File: config.mk
export PLATFORM = sky130hd
export DESIGN_NAME = instruction_fetch
export DESIGN_NICKNAME = d
export VERILOG_FILES = /design/src/rtl/instruction_fetch.sv
export SDC_FILE = /design/constraint.sdc
export NUM_CORES = 1
export LEC_CHECK = 0
export ABC_AREA = 0
export BUFFER_PORTS_ARGS = -buffer_cell sky130_fd_sc_hd__buf_2
export CAP_MARGIN = 20
export CORE_MARGIN = 4
export CORE_UTILIZATION = 35
export CTS_CLUSTER_DIAMETER = 150
export DETAILED_ROUTE_END_ITERATION = 12
export GPL_TIMING_DRIVEN = 0
export PLACE_DENSITY_LB_ADDON = 0.12
export SLEW_MARGIN = 0
export SYNTH_ARGS = -nofsm -noshare
export SYNTH_HDL_FRONTEND = slang
export SYNTH_SLANG_ARGS = --single-unit
File: constraint.sdc
create_clock -name clk -period 9.1 [get_ports clk]
set_input_delay 1.82 -clock clk [delete_from_list [all_inputs] [get_ports clk]]
set_output_delay 1.82 -clock clk [all_outputs]
set_load 0.02 [all_outputs]
File: src/rtl/instruction_fetch.sv
// Instruction fetch unit: issues sequential fetch requests, tags each with its PC,
// and buffers in-order responses in a small queue toward the decoder.
module instruction_fetch #(
    parameter int INSTR_WIDTH = 32,
    parameter int ADDR_WIDTH  = 32,
    parameter int QUEUE_DEPTH = 4,
    parameter logic [ADDR_WIDTH-1:0] RESET_PC = '0
) (
    input  logic                   clk,
    input  logic                   rst_n,
    output logic                   imem_req_valid,
    input  logic                   imem_req_ready,
    output logic [ADDR_WIDTH-1:0]  imem_req_addr,
    input  logic                   imem_resp_valid,
    input  logic [INSTR_WIDTH-1:0] imem_resp_data,
    input  logic                   redirect_valid,
    input  logic [ADDR_WIDTH-1:0]  redirect_pc,
    output logic                   instr_valid,
    input  logic                   instr_ready,
    output logic [INSTR_WIDTH-1:0] instr_out,
    output logic [ADDR_WIDTH-1:0]  instr_pc
);

    localparam int PTR_W = $clog2(QUEUE_DEPTH);
    localparam int CNT_W = PTR_W + 1;
    localparam logic [ADDR_WIDTH-1:0] PC_STEP   = ADDR_WIDTH'(INSTR_WIDTH / 8);
    localparam logic [CNT_W:0]        DEPTH_EXT = (CNT_W + 1)'(QUEUE_DEPTH);

    logic [ADDR_WIDTH-1:0]  fetch_pc;
    logic [INSTR_WIDTH-1:0] instr_mem [QUEUE_DEPTH];
    logic [ADDR_WIDTH-1:0]  pc_mem    [QUEUE_DEPTH];
    logic [ADDR_WIDTH-1:0]  tag_mem   [QUEUE_DEPTH];

    logic [PTR_W-1:0] q_rd_ptr;
    logic [PTR_W-1:0] q_wr_ptr;
    logic [PTR_W-1:0] tag_rd_ptr;
    logic [PTR_W-1:0] tag_wr_ptr;
    logic [CNT_W-1:0] q_count;
    logic [CNT_W-1:0] outstanding;
    logic [CNT_W-1:0] discard;
    logic [CNT_W:0]   occupancy;

    logic req_fire;
    logic resp_take;
    logic push;
    logic pop;

    // Queued plus in-flight entries never exceed the depth, so every response has a slot.
    assign occupancy      = {1'b0, q_count} + {1'b0, outstanding};
    assign imem_req_valid = rst_n && !redirect_valid && (occupancy < DEPTH_EXT);
    assign imem_req_addr  = fetch_pc;

    assign req_fire  = imem_req_valid && imem_req_ready;
    assign resp_take = imem_resp_valid && (outstanding != '0);
    assign push      = resp_take && (discard == '0) && !redirect_valid;
    assign pop       = instr_valid && instr_ready;

    assign instr_valid = (q_count != '0);
    assign instr_out   = instr_valid ? instr_mem[q_rd_ptr] : '0;
    assign instr_pc    = instr_valid ? pc_mem[q_rd_ptr]    : '0;

    always_ff @(posedge clk) begin
        if (req_fire) begin
            tag_mem[tag_wr_ptr] <= fetch_pc;
        end
        if (push) begin
            instr_mem[q_wr_ptr] <= imem_resp_data;
            pc_mem[q_wr_ptr]    <= tag_mem[tag_rd_ptr];
        end
    end

    // Tag pointers follow every response, dropped or kept, so tags stay aligned after redirects.
    always_ff @(posedge clk) begin
        if (!rst_n) begin
            fetch_pc    <= RESET_PC;
            q_rd_ptr    <= '0;
            q_wr_ptr    <= '0;
            tag_rd_ptr  <= '0;
            tag_wr_ptr  <= '0;
            q_count     <= '0;
            outstanding <= '0;
            discard     <= '0;
        end else begin
            outstanding <= outstanding + CNT_W'(req_fire) - CNT_W'(resp_take);
            if (req_fire) begin
                tag_wr_ptr <= tag_wr_ptr + PTR_W'(1);
            end
            if (resp_take) begin
                tag_rd_ptr <= tag_rd_ptr + PTR_W'(1);
            end
            if (redirect_valid) begin
                fetch_pc <= redirect_pc;
                discard  <= outstanding - CNT_W'(resp_take);
                q_count  <= '0;
                q_rd_ptr <= q_wr_ptr;
            end else begin
                if (req_fire) begin
                    fetch_pc <= fetch_pc + PC_STEP;
                end
                if (resp_take && (discard != '0)) begin
                    discard <= discard - CNT_W'(1);
                end
                if (push) begin
                    q_wr_ptr <= q_wr_ptr + PTR_W'(1);
                end
                if (pop) begin
                    q_rd_ptr <= q_rd_ptr + PTR_W'(1);
                end
                q_count <= q_count + CNT_W'(push) - CNT_W'(pop);
            end
        end
    end

endmodule

==> results.cfg, run 1 <==
[sta]
setup_tns_ns = 0
setup_slack_ns = 4.39
hold_viol = 0
fmax_mhz = 212
finalSetupViolations = 0
worst_hold_slack_ns = 0.495
finalMaxSlewViolations = 0
fin_skew_ns = 0.0138
maxSlewHeadroom = 0.461
fin_crit_sh = 0.517
rsz0062_at_grt = false
layout_min_cycle_time_ns = 4.71
worst_slew_pin_slew_ns = 0.809

[final_layout]
syn2layout_area_growth_pct = 19.1
layout_commonest_cell = edfxtp_1
drive_above_1_share = 0.308
diodes = 0
most-common-layout-cells = edfxtp_1 (384), buf_2 (180), mux4_2 (96)
final_util = 0.421
nNetsFinal = 1244

[cts]
clkSinkCount = 437
holdBufCountCts = 0
h-tree-depth = 2
cts.clk_slew.worst_paths_ns = 0.06
cts_buffers = 47
clk_latency_ns = 0.56
cts-resized-gates = 0
ctsRootBufferMaster = clkbuf_16
post_cts_buffers = 0
clockBufferDepth = 3
cts_tree = yes

[global_route]
track_usage = 0.150
grt_first_pass_wirelength_um = 60400
grt_pass1_vias = 9589
grt_max_degree = 51
grt_overflow = 0
antenna_found_initial = 0

[power]
powerDensity_nw_per_um2 = 234
irDropWorstVdd_v = 0.000120
leakage_nw = 7.02

[die]
die_x_um = 230
start_util = 0.353
pin_count = 168
die_h_um = 230
fp.dieArea_sq_um = 52900
core-area_sq_um = 48800
fp-row-count = 81

[synth]
yosys.area_share.adder = 0.0161
ys_seq_area_frac = 0.730
postSynthCellCount = 929
synthArstFlopShare = 0
yosysWarnings = 0
synth_cell_types = 59
synthXorXnorAreaFrac = 0.0107
synth.area.mux_share = 0.127
synth_top_family_by_area = multiplexers
synth-edff-count = 384
syn_area_sq_um = 17200
syn_avg_cell_area_sq_um = 18.6
synth_flop_cell = edfxtp_1
synth.ff_latch_count = 437
syn_nets = 1020
synthSimpleGateAreaFrac = 0.0712
synth-compound-area-share = 0.0280

[run_status]
status = completed

[worst_setup_path]
worstPathArrival_ns = 2.89
critPathCaptureType = output port
path_class = reg -> out
start_kind = flip-flop
worst_ep_required_time_ns = 7.28
path_max_fanout = 10

[routing]
num_vias = 9071
vias_per_cell = 4.90
first_iter_violations = 634
wire_per_inst_um = 21.4
dr.pass1.iters = 5
ant_nets = 0
drc = 0
routed_wl_um = 39600

[place]
io_buffers = 167
gp_congestion = 0.803
post-place-ws_ns = 4.60
dp_hpwl_um = 25600

[worst_hold_path]
min_path_type = reg -> reg

[job]
maxCapViolCount = 0
## final cells by class
cell class,count,area (sq um)
Fill cell,4480,28300
Clock inverter,15,72.6
Sequential cell,437,12600
Tap cell,664,831
Multi-Input combinational cell,425,4380
Timing Repair Buffer,175,1030
Inverter,20,77.6
Buffer,47,211
Clock buffer,70,1360
## power by group
part           leakage, nW  internal [mW]  switching, mW
clock                0.696           1.02          0.742
combinational         2.40          0.278          0.374
sequential            3.92           2.33         0.0543
## metal layers
metal  up-vias  track usage  wire length [um]
met3        62       0.0292              1910
li1       4152            -                 -
met5         -            0                 0
met4         0       0.0440               894
met1      4624        0.209             17900
met2       233        0.241             18900
## kinds of logic (layout without fill, tap and decap cells)
group	Yosys count	after routing
xor+xnor	21	21
fa+ha+maj	21	21
compound gates	72	72
mux	99	99
flops	437	437
buf+inv	67	327
simple gates	212	212
## path summary, 6_finish.rpt
check / start / endpoint / slack, ns / cells after the start
max: flip-flop / instr_pc[24] / 4.39 / 5
min: tag_wr_ptr[1] / tag_wr_ptr[1] / 0.49 / 2
max reg2reg: outstanding[2] / outstanding[2] / 5.92 / 13
min reg2reg: tag_wr_ptr[1] / tag_wr_ptr[1] / 0.49 / 2
## synth_stat cells (13+ instances only)
master / number / area (sq um)
clkbuf_1: 29 / 109
ha_1: 19 / 238
buf_2: 13 / 65.1
nand4_1: 15 / 93.8
and2_1: 84 / 526
a21oi_1: 18 / 90.1
xnor2_1: 13 / 114
nand2_1: 23 / 86.3
o21ai_0: 13 / 65.1
edfxtp_1: 384 / 11500
mux4_2: 96 / 2160
inv_1: 19 / 71.3
nor2_1: 29 / 109
dfxtp_1: 53 / 1060
## per-stage QoR
step | instances | power, mW | cell area [sq um]
after global routing | 1853 | 5.03 | 20500
final | 1853 | 4.80 | 20500
after detailed placement | 1768 | 3.10 | 19100
after floorplan | 929 | 2.86 | 17200
after CTS | 1853 | 4.88 | 20500
after global placement | 1760 | 3.09 | 18900
## critical path, cell delays in order (launching register included)
cell and delay, ns:
dfxtp_1 0.31, clkbuf_1 0.61, buf_2 0.49, mux4_2 0.58, and2_1 0.18, buf_2 0.15
## sequential cells by signal, summed over array words and instances, names as in the netlist, named ones only
signal / count
discard: 3
imem_req_addr: 32
instr_mem: 128
outstanding: 3
pc_mem: 128
q_count: 3
q_rd_ptr: 2
q_wr_ptr: 2
tag_mem: 128
tag_rd_ptr: 2
tag_wr_ptr: 2
Note: power is estimated with default switching activity, not from simulation.
==> run 2, diff against run 1 <==
==> constraint.sdc (replaced) <==
create_clock -name clk -period 3.87 [get_ports clk]
set_input_delay 0.774 -clock clk [delete_from_list [all_inputs] [get_ports clk]]
set_output_delay 0.774 -clock clk [all_outputs]
set_load 0.02 [all_outputs]
==> results.cfg, run 2 (synthesized netlist as in run 1, its figures left out) <==
[sta]
worst_slew_pin_slew_ns = 0.771
finalSetupViolations = 0
fin_skew_ns = 0.0132
maxSlewHeadroom = 0.486
fin_crit_sh = 0.937
finalMaxSlewViolations = 0
layout_min_cycle_time_ns = 3.63
rsz0062_at_grt = false
hold_viol = 0
fmax_mhz = 276

[routing]
first_iter_violations = 653
vias_per_cell = 4.89
wire_per_inst_um = 21.4
routed.top_layer = met4
dr_wl_met3_um = 1950
num_vias = 9060
routed_wl_um = 39600
dr.pass1.iters = 5
ant_nets = 0
wirelength_met1_um = 17900
wl_met2_um = 18900
drc = 0

[worst_setup_path]
reg2reg_slack_ns = 0.67
path_max_fanout = 10
path_class = reg -> out
critPathCaptureType = output port
reg2reg_depth = 13
worst_ep_required_time_ns = 3.10
start_kind = flip-flop
worstPathArrival_ns = 2.85

[power]
leakage_nw = 7.02
power_mw = 11.3
powerDensity_nw_per_um2 = 549
irDropWorstVdd_v = 0.000282

[global_route]
grt_overflow = 0
antenna_found_initial = 0
track_usage = 0.150
grt_first_pass_wirelength_um = 60400
grt_max_degree = 51
grt_pass1_vias = 9589

[die]
fp.dieArea_sq_um = 52900
die_h_um = 230
pin_count = 168
fp-row-count = 81
start_util = 0.353
die_x_um = 230
core-area_sq_um = 48800

[final_layout]
final_util = 0.421
syn2layout_area_growth_pct = 19.1
drive_above_1_share = 0.308
most-common-layout-cells = edfxtp_1 (384), buf_2 (180), mux4_2 (96)
top_regs = instr_mem (128), pc_mem (128), tag_mem (128)
layout_commonest_cell = edfxtp_1
diodes = 0
nNetsFinal = 1243
instances_no_fill = 1852
fillCellCount = 4479

[cts]
cts_buffers = 47
cts_tree = yes
h-tree-depth = 2
clkSinkCount = 437
clockBufferDepth = 3
clk_latency_ns = 0.57
ctsRootBufferMaster = clkbuf_16
cts.clk_slew.worst_paths_ns = 0.06

[run_status]
status = completed

[worst_hold_path]
holdPathStages = 1
min_path_type = in -> reg

[place]
dp.cells = 1768
gp_congestion = 0.803
dp_hpwl_um = 25600
io_buffers = 167

[job]
maxCapViolCount = 0
[run 2: cell types whose count changed in the layout (fill, tap and decap cells not counted), sizes merged]
cell and delta:
clkbuf -1
[run 2: critical path: stages, from the launching register on]
cell and delay [ns]:
dfxtp_1 0.31, clkbuf_1 0.58, clkbuf_1 0.66, mux4_2 0.40
and2_1 0.19, buf_2 0.16
[run 2: per-stage QoR]
step / setup TNS (ns) / instance area, sq um / hold slack, ns / setup WS, ns
floorplan: 0 / 17200 / 0.469 / 0.521
global placement: -394.33 / 18900 / 0.490 / -1.49
detailed placement: 0 / 19100 / 0.493 / 0.633
CTS: 0 / 20500 / 0.383 / 0.00664
global route: 0 / 20500 / 0.395 / 0.0298
finish: 0 / 20500 / 0.425 / 0.243
[run 2: power breakdown]
part	leakage [nW]	switching, mW	internal, mW
sequential	3.92	0.133	5.47
combinational	2.40	0.875	0.654
clock	0.696	1.74	2.41
[run 2: area by class of cell]
class	instances	area, sq um	area share
plain buffers	46	208	0.0101
clock buffers	70	1360	0.0660
clock inverters	15	72.6	0.00353
inverters	20	77.6	0.00378
multi-input cells	425	4380	0.213
flip-flops and latches	437	12600	0.613
well taps	664	831	0.0404
repair buffers	175	1030	0.0499
[run 2: repair_timing]
action,CTS,global route
resized for setup,0,0
hold endpoints to repair,0,0
endpoints found under the setup margin,0,5
setup buffers,0,0
hold buffers,0,0
[run 2: final timing paths]
check	from	endpoint
worst max-delay path	flip-flop	instr_pc[0]
worst min-delay path	imem_resp_data[27]	instr_mem[0][27]
worst max register to register	outstanding[2]	outstanding[2]
worst min register to register	tag_wr_ptr[1]	tag_wr_ptr[1]
[run 2: metal layers]
metal | GRT usage | up-vias
met5 | 0 | -
met4 | 0.0440 | 0
met3 | 0.0292 | 62
met2 | 0.241 | 236
met1 | 0.209 | 4609
li1 | - | 4153
